File: config.mk
export PLATFORM = sky130hd
export DESIGN_NAME = stepper_phase_decoder
export DESIGN_NICKNAME = d
export VERILOG_FILES = /design/src/rtl/stepper_pkg.sv /design/src/rtl/stepper_sync.sv /design/src/rtl/stepper_phase_decoder.sv
export SDC_FILE = /design/constraint.sdc
export NUM_CORES = 1
export LEC_CHECK = 0
export CORE_AREA = 2 2 112 114
export DETAILED_ROUTE_END_ITERATION = 10
export DIE_AREA = 0 0 114 116
export GPL_TIMING_DRIVEN = 0
export SYNTH_ARGS = -nofsm -noshare
export SYNTH_HDL_FRONTEND = slang
export SYNTH_HIERARCHICAL = 1
export SYNTH_SLANG_ARGS = --single-unit
File: constraint.sdc
create_clock -name clk -period 3.81 [get_ports clk]
set_input_delay 0.381 -clock clk [delete_from_list [all_inputs] [get_ports clk]]
set_output_delay 0.381 -clock clk [all_outputs]
set_load 0.03 [all_outputs]
File: src/rtl/stepper_pkg.sv
// stepper_pkg: coil phase constants, fault codes, FSM encoding and phase helpers for stepper_phase_decoder
package stepper_pkg;
  localparam logic [3:0] PH_IDLE = 4'b0000;
  localparam logic [3:0] PH_P1   = 4'b0001;
  localparam logic [3:0] PH_P2   = 4'b0010;
  localparam logic [3:0] PH_P3   = 4'b0100;
  localparam logic [3:0] PH_P4   = 4'b1000;
  localparam logic [1:0] FLT_NONE    = 2'b00;
  localparam logic [1:0] FLT_ILLEGAL = 2'b01;
  localparam logic [1:0] FLT_SKIP    = 2'b10;
  localparam logic [0:0] ST_IDLE  = 1'b0;
  localparam logic [0:0] ST_TRACK = 1'b1;
  // forward order P1->P4->P3->P2 is a rotate right of the one-hot pattern
  function automatic logic [3:0] phase_fwd(input logic [3:0] p);
    return {p[0], p[3:1]};
  endfunction
  function automatic logic [3:0] phase_rev(input logic [3:0] p);
    return {p[2:0], p[3]};
  endfunction
  function automatic logic is_phase(input logic [3:0] p);
    return (p != 4'd0) && ((p & (p - 4'd1)) == 4'd0);
  endfunction
endpackage

File: src/rtl/stepper_sync.sv
// stepper_sync: two-flop synchronizer, async active-low reset to 0
// ports: clk, rst (active-low async), d (async input), q (synchronized output)
module stepper_sync #(
  parameter int W = 4
) (
  input  logic         clk,
  input  logic         rst,
  input  logic [W-1:0] d,
  output logic [W-1:0] q
);
  logic [W-1:0] meta_q;
  logic [W-1:0] sync_q;
  always_ff @(posedge clk or negedge rst)
    if (!rst) begin
      meta_q <= '0;
      sync_q <= '0;
    end else begin
      meta_q <= d;
      sync_q <= meta_q;
    end
  assign q = sync_q;
endmodule

File: src/rtl/stepper_phase_decoder.sv
// stepper_phase_decoder: tracks stepper coil phases into a signed position, direction, motion and fault status
// ports: clk, rst (active-low async), coil[3:0], clr (sync clear of position/fault),
//        position[POS_W-1:0], step_pulse, dir, moving, fault[1:0]
// option: define STEPPER_DEC_SYNC_EN to put a 2-flop synchronizer in front of the coil sample
module stepper_phase_decoder
  import stepper_pkg::*;
#(
  parameter int POS_W        = 16,
  parameter int STALL_CYCLES = 1000000
) (
  input  logic             clk,
  input  logic             rst,
  input  logic [3:0]       coil,
  input  logic             clr,
  output logic [POS_W-1:0] position,
  output logic             step_pulse,
  output logic             dir,
  output logic             moving,
  output logic [1:0]       fault
);
  localparam int CNT_W = $clog2(STALL_CYCLES + 1);
  localparam logic [CNT_W-1:0] CNT_SAT = CNT_W'(STALL_CYCLES);
  logic [3:0]       coil_s;
  logic [3:0]       coil_q;
  logic [0:0]       state_q, state_d;
  logic [3:0]       last_phase_q, last_phase_d;
  logic [POS_W-1:0] position_q, position_d;
  logic             step_pulse_q, step_pulse_d;
  logic             dir_q, dir_d;
  logic             moving_q, moving_d;
  logic [1:0]       fault_q, fault_d;
  logic [CNT_W-1:0] cnt_q, cnt_d;
`ifdef STEPPER_DEC_SYNC_EN
  stepper_sync #(.W(4)) u_sync (
    .clk(clk),
    .rst(rst),
    .d  (coil),
    .q  (coil_s)
  );
`else
  assign coil_s = coil;
`endif
  always_comb begin
    state_d      = state_q;
    last_phase_d = last_phase_q;
    position_d   = position_q;
    dir_d        = dir_q;
    fault_d      = fault_q;
    step_pulse_d = 1'b0;
    if (state_q == ST_IDLE) begin
      if (is_phase(coil_q)) begin
        last_phase_d = coil_q;
        state_d      = ST_TRACK;
      end else if (coil_q != PH_IDLE) fault_d = FLT_ILLEGAL;
    end else if (coil_q == PH_IDLE) state_d = ST_IDLE;
    else if (!is_phase(coil_q)) fault_d = FLT_ILLEGAL;
    else if (coil_q == phase_fwd(last_phase_q)) begin
      position_d   = position_q + POS_W'(1);
      dir_d        = 1'b0;
      step_pulse_d = 1'b1;
      last_phase_d = coil_q;
    end else if (coil_q == phase_rev(last_phase_q)) begin
      position_d   = position_q - POS_W'(1);
      dir_d        = 1'b1;
      step_pulse_d = 1'b1;
      last_phase_d = coil_q;
    end else if (coil_q != last_phase_q) begin
      fault_d      = FLT_SKIP;
      last_phase_d = coil_q;
    end
    // clear cancels the step count but leaves phase tracking running
    if (clr) begin
      position_d   = '0;
      fault_d      = FLT_NONE;
      step_pulse_d = 1'b0;
      dir_d        = dir_q;
    end
    cnt_d    = step_pulse_d ? '0 : (cnt_q == CNT_SAT ? cnt_q : cnt_q + CNT_W'(1));
    moving_d = cnt_d < CNT_SAT;
  end
  always_ff @(posedge clk or negedge rst)
    if (!rst) begin
      coil_q       <= PH_IDLE;
      state_q      <= ST_IDLE;
      last_phase_q <= PH_IDLE;
      position_q   <= '0;
      step_pulse_q <= 1'b0;
      dir_q        <= 1'b0;
      moving_q     <= 1'b0;
      fault_q      <= FLT_NONE;
      cnt_q        <= CNT_SAT;
    end else begin
      coil_q       <= coil_s;
      state_q      <= state_d;
      last_phase_q <= last_phase_d;
      position_q   <= position_d;
      step_pulse_q <= step_pulse_d;
      dir_q        <= dir_d;
      moving_q     <= moving_d;
      fault_q      <= fault_d;
      cnt_q        <= cnt_d;
    end
  assign position   = position_q;
  assign step_pulse = step_pulse_q;
  assign dir        = dir_q;
  assign moving     = moving_q;
  assign fault      = fault_q;
endmodule

Yosys cells after proc, flatten, opt, wreduce, memory -nomap -nowiden
Index checks and enable logic that the tools add are counted.
{ "totals": {"input_bits": 7, "word_cells": 79, "reg_bits": 50, "out_inout_bits": 21} }
{ "classes": {"n_eq_ne": 12, "muxes": 35, "reduce_logical": 15, "order_cmp": 1, "bitwise_logic": 3, "addsub": 4} }
{ "op_table": {"columns": ["operator", "count"], "rows": [
  ["2-to-1 mux 16 bit", 6],
  ["2-to-1 mux 20 bit", 2],
  ["2-to-1 mux 4 bit", 7],
  ["adder 20 x 1 -> 20 bit, second input constant", 1],
  ["equality test 20 bit, second input constant", 1],
  ["less-than comparator 20 bit, second input constant", 1],
  ["2-to-1 mux 2 bit", 9],
  ["adder 16 x 1 -> 16 bit, second input constant", 1],
  ["subtractor 16 x 1 -> 16 bit, second input constant", 1],
  ["2-to-1 mux 1 bit", 11],
  ["nonzero test 2 bit", 5],
  ["equality test 4 bit", 2],
  ["zero test 4 bit", 2],
  ["!= test 4 bit, second input constant", 2],
  ["AND reduction 4 bit", 2],
  ["!= test 3 bit, second input constant", 2],
  ["AND reduction 6 bit", 1],
  ["nonzero test 3 bit", 2],
  ["AND reduction 5 bit", 1],
  ["bitwise AND 4 bit", 1],
  ["!= test 2 bit, second input constant", 2],
  ["!= test 4 x 1 -> 1 bit, second input constant", 1],
  ["!= test 4 x 3 -> 1 bit, second input constant", 1],
  ["!= test 4 bit", 1],
  ["4 further kinds", 5]
]} }

Depth between registers and ports, before layout
{ "logic_depth": {"word_depth": 10, "mapped_depth": 11, "mapped_depth_nobuf": 10} }

Worst setup path after synthesis
OpenSTA, ideal clock, no wires.
{ "synth_path": {"path_type": "flip-flop to flip-flop", "start": "register coil_q[1]", "end": "register position_q[12] (netlist: position[12])", "arrival_ps": 2974, "setup_slack_ps": 767, "path_buffers": 1, "setup_time_ps": 69, "stages_incl_launch_ff": 11, "cell_sequence": "dfrtp_1 buf_2 xnor2_1 nand4_1 ha_1 nor2b_1 o31a_1 o41ai_2 a21boi_0 or4_1 nand3_1"} }
{ "synth_via": {"elab_chain_len": 6, "elab_cells_between_ends": 17, "classes_between": "add/sub: 1; eq/ne: 3; mux: 5; bitwise: 1; reduce/logical: 7"} }
{ "synth_rtl": {"columns": ["item", "line_no", "rtl"], "rows": [
  ["start, declared", "stepper_phase_decoder.sv:24", "logic [3:0] coil_q;"],
  ["start signal, assigned", "stepper_phase_decoder.sv:93", "coil_q <= coil_s;"],
  ["subtractor 4 x 1 -> 4 bit / equality test 4 bit (equally long branches)", "stepper_pkg.sv:21, stepper_phase_decoder.sv:57", null],
  ["bitwise AND 4 bit / 2-to-1 mux 16 bit (equally long branches)", "stepper_pkg.sv:21, stepper_phase_decoder.sv:57", null],
  ["zero test 4 bit / 2-to-1 mux 16 bit (equally long branches)", "stepper_pkg.sv:21, stepper_phase_decoder.sv:56", null],
  ["logical AND 1 bit / 2-to-1 mux 16 bit (equally long branches)", "stepper_pkg.sv:21, stepper_phase_decoder.sv:55", null],
  ["nonzero test 2 bit (no line) / 2-to-1 mux 16 bit (equally long branches)", null, null],
  ["AND reduction 4 bit (no line) / 2-to-1 mux 16 bit (equally long branches)", null, null],
  ["end signal, assigned", "stepper_phase_decoder.sv:96", "position_q <= position_d;"],
  ["end, declared", "stepper_phase_decoder.sv:27", "logic [POS_W-1:0] position_q, position_d;"]
]} }
Several ways; a longest one is shown, not always the timed one. The select of a mux whose other input is x is not followed.
A chain may end at the register's enable or synchronous reset.

Worst setup path after layout
Same ends and word-level chain as after synthesis.

==> impl_results.rst <==
.. list-table::
   :header-rows: 1

   * - Metric
     - Value
   * - Run status
     - complete, no violations
   * - Horiz. Die Dim
     - 114 um
   * - Post_cts resized
     - 0
   * - End of the worst register-to-register path
     - position[12]
   * - Number of H-tree branching levels
     - 2
   * - Portion of synthesized cell area occupied by the leading cell type
     - 32.8%
   * - Critical setup path kind
     - reg2reg
   * - Cell family contributing the most delay on the critical path
     - compound AO/OA/AOI/OAI gates
   * - Die Y-Extent
     - 116 um
   * - Critical R2R Launch
     - coil_q[1]
   * - # IOs
     - 28
   * - Initial antenna violation count
     - 0
   * - Aggregate global-route resource usage
     - 12.0%
   * - Worst EP required
     - 4.03 ns
   * - Post-detailed-route count of antenna-violating nets
     - 0
   * - Number of enable flip-flop cells after synthesis
     - 0
   * - Wire length of the first global-routing pass
     - 12.9 mm
   * - Clk slew on worst S/H paths
     - 0.07 ns
   * - PnR Total Power
     - 2290 uW
   * - Number of buffers created by CTS
     - 5
   * - Pins Over Slew Limit
     - 0
   * - Largest net degree at the start of global routing
     - 31
   * - Area of the multi-input gates
     - 1890 um^2
   * - Final wirelength
     - 7.59 mm
   * - Antenna cells
     - 0
   * - Largest buffer count on any clock path
     - 2
   * - Net count, final
     - 411
   * - Worst stage delay on the critical path
     - 0.50 ns
   * - Synthesis-to-layout area growth
     - 19.2%
   * - Post-synth design cell area
     - 3280 um^2
   * - Leak pwr
     - 0.00158 uW
   * - Post-synthesis async set-or-reset flop share
     - 100%
   * - Seq cells post-synth
     - 50
   * - Via Count
     - 2,741
   * - Number of I/O port buffers
     - 26
   * - Number of distinct library cells after synthesis
     - 60
   * - Average cell area after synthesis
     - 9.38 um^2
   * - Final number of setup-violating endpoints
     - 0
   * - Drt first-iter violations
     - 192
   * - Vias in the first global route
     - 2,598
   * - Global-route congestion overflow total
     - 0
   * - Pwr/cell area
     - 585 nW/um^2
   * - Final critical-path required period
     - 3.00 ns
   * - Standard cell core area
     - 11,900 um^2
   * - Cells taking the most area after synthesis
     - dfrtp_1, xor2_1, ha_1
   * - Max-slew headroom
     - 60.5%
   * - Filler cell count
     - 1,227
   * - Worst setup path start
     - coil_q[1]
   * - Data arrival time at the worst-slack endpoint
     - 3.22 ns
   * - Max stage delay cell, worst path
     - or4_1
   * - Clock tree from TritonCTS
     - yes
   * - Fmax
     - 334 MHz
   * - Worst-case vdd ir drop
     - 222 uV
   * - Setup repair after global routing missed its margin
     - no
   * - Flop-to-flop setup slack
     - 0.81 ns
   * - Syn nets
     - 374
   * - Crit-path max FO
     - 12
   * - Worst path cell trace
     - buf_2 -> xnor2_1 -> nand4_1 -> buf_4 -> ha_1 -> o21a_1 -> o31a_1 -> o41ai_2 -> a21boi_0 -> or4_1 -> nand3_1
   * - Die Area
     - 13,200 um^2
   * - Number of clock sinks
     - 50
   * - Initial cell density of the core
     - 27.6%
   * - TNS Setup
     - 0 ns
   * - Cells after Synth
     - 350
   * - Final Wtd Congestion
     - 0.829
   * - FF+latch area
     - 1260 um^2
   * - Number of warnings reported in the yosys synthesis log
     - 6
   * - Path depth of the worst reg2reg path
     - 11
   * - Vias per std cell
     - 5.12
   * - Total iterations of the first detailed-routing run
     - 4
   * - Critical Path End Type
     - register
   * - Worst setup skew after layout
     - 0.00864 ns
   * - Hold/Removal Path Class
     - in2async
   * - Share of cells above drive strength 1
     - 12.4%
   * - Cell at the root of the clock tree
     - clkbuf_16
   * - Actual slew at the worst max-slew pin
     - 0.592 ns
   * - Number of max-cap violations
     - 0
   * - DRC violation count after routing
     - 0
   * - Final-report hold violation count
     - 0
   * - Clock network latency to the later pin of the worst-skew pair
     - 0.29 ns
   * - Element type at the critical path start
     - register
   * - Cell taking the most area after synthesis
     - dfrtp_1
   * - HPWL reported at the end of detailed placement
     - 5.40 mm
   * - Predominant post-synthesis flop cell
     - dfrtp_1
   * - Final worst-path cycle share
     - 78.7%
   * - Bufs and invs on worst path
     - 2
   * - Sequential share of the synthesized area
     - 38.4%
   * - Std cell rows
     - 40
   * - Mean routed wirelength per cell
     - 14.2 um
## worst reg2reg max path, delay by kind of cell (launching register included)
kind	cells	cell delay, ns
compound gates	4	0.84
simple gates	3	0.78
xor+xnor	1	0.17
buf+inv	2	0.42
flops	1	0.36
fa+ha+maj	1	0.35
## flip-flops by register name, indices dropped and copies added (netlist names)
register and count:
dir 1, state_q 1, position 16, last_phase_q 4
cnt_q 20, fault 2, coil_q 4, moving 1
step_pulse 1
## metrics by stage
step / utilization, % / std cells / instance area, um^2 / setup WS [ns] / hold slack, ns
2_1_floorplan: - / 350 / 3280 / 0.767 / 0.0854
3_3_place_gp: 31.3 / 523 / 3730 / 0.0739 / 0.534
3_5_place_dp: 31.4 / 524 / 3740 / 0.0465 / 0.379
4_1_cts: 32.6 / 532 / 3890 / 0.0189 / 0.0597
5_1_grt: 32.8 / 535 / 3910 / 0.688 / 0.0879
6_report: 32.8 / 535 / 3910 / 0.813 / 0.0411
## per-layer routing
| layer | track usage [%] | vias up | routed length (um) | part of all wire, % |
|---|---|---|---|---|
| li1 | - | 1347 | - | - |
| met5 | 0 | - | 0 | 0 |
| met1 | 16.0 | 1329 | 3670 | 48 |
| met4 | 3.17 | 0 | 93 | 1.2 |
| met3 | 1.94 | 12 | 279 | 3.7 |
| met2 | 20.2 | 53 | 3550 | 47 |
## cells in the final DEF (no fill, tap or decap), types with 2 or more instances in the layout
cell type / instances
inv_1: 9
nor4_1: 3
buf_6: 2
clkbuf_16: 5
nand3b_1: 4
o21ai_0: 12
buf_4: 5
xnor2_1: 11
a21o_1: 3
a21oi_1: 19
a211oi_1: 4
and4_1: 5
mux2i_1: 5
ha_1: 16
o211a_1: 3
clkdlybuf4s50_1: 25
nand3_1: 15
nor3_1: 10
a21boi_0: 3
nand4_1: 9
a211o_1: 3
o22ai_1: 3
o211ai_1: 6
a31oi_1: 2
or2_2: 4
clkbuf_1: 8
dfrtp_1: 43
and3_1: 4
buf_2: 8
dfstp_2: 7
o21a_1: 11
nand2_1: 22
nor2_1: 37
or3_1: 3
xor2_1: 23
nor2b_1: 4
mux2_2: 4
## how the worst max path moves through the flow
stage	end	slack (ns)	cells past startpoint
2_1_floorplan	position[12]	0.77	10
3_3_place_gp	position[12]	0.07	10
3_5_place_dp	position[12]	0.05	10
4_1_cts	position[12]	0.02	10
5_1_grt	position[12]	0.69	12
6_report	position[12]	0.81	11
## kinds of logic (layout without fill, tap and decap cells)
kind of cell             after synthesis  count (layout)  synth area share [%]
AND/OR/NAND/NOR                      128             128                  20.6
adder cells (fa/ha/maj)               18              18                  7.01
XOR/XNOR                              34              34                  9.07
flip-flops                            50              50                  38.4
AO/OA/AOI/OAI                         83              83                  17.9
buffers and inverters                 28              66                  4.16
multiplexers                           9               9                  2.90
## what timing repair did
item / 4_1_cts / 5_1_grt
buffers inserted: 0 / 3
setup endpoints to repair: 0 / 5
hold buffers: 0 / 0
## Yosys cell counts, types with 2 or more instances
| master | instances |
|---|---|
| dfrtp_1 | 43 |
| nor2_1 | 37 |
| xor2_1 | 23 |
| nand2_1 | 22 |
| a21oi_1 | 19 |
| ha_1 | 16 |
| nand3_1 | 15 |
| o21ai_0 | 12 |
| o21a_1 | 11 |
| xnor2_1 | 11 |
| nor3_1 | 10 |
| inv_1 | 9 |
| nand4_1 | 9 |
| buf_2 | 7 |
| clkbuf_1 | 7 |
| dfstp_2 | 7 |
| o211ai_1 | 6 |
| and4_1 | 5 |
| mux2i_1 | 5 |
| a211oi_1 | 4 |
| and3_1 | 4 |
| mux2_2 | 4 |
| nand3b_1 | 4 |
| nor2b_1 | 4 |
| or2_2 | 4 |
| a211o_1 | 3 |
| a21boi_0 | 3 |
| a21o_1 | 3 |
| nor4_1 | 3 |
| o211a_1 | 3 |
| o22ai_1 | 3 |
| or3_1 | 3 |
| a31oi_1 | 2 |
| buf_4 | 2 |
| buf_6 | 2 |
## cell type report
class | count | share of cell area (%)
clock inverter | 1 | 0.128
clock buffer | 7 | 3.65
multi-input combinational | 272 | 48.2
timing repair buffer | 30 | 7.61
tap | 147 | 4.70
inverter | 10 | 0.960
sequential | 50 | 32.2
buffer | 18 | 2.53
## where the power goes
group	leakage, uW	internal (uW)	switching, uW
clock network	0.0000739	261	201
registers	0.000617	689	153
logic	0.000894	433	549
No activity file was read; power rests on OpenSTA's default activity.
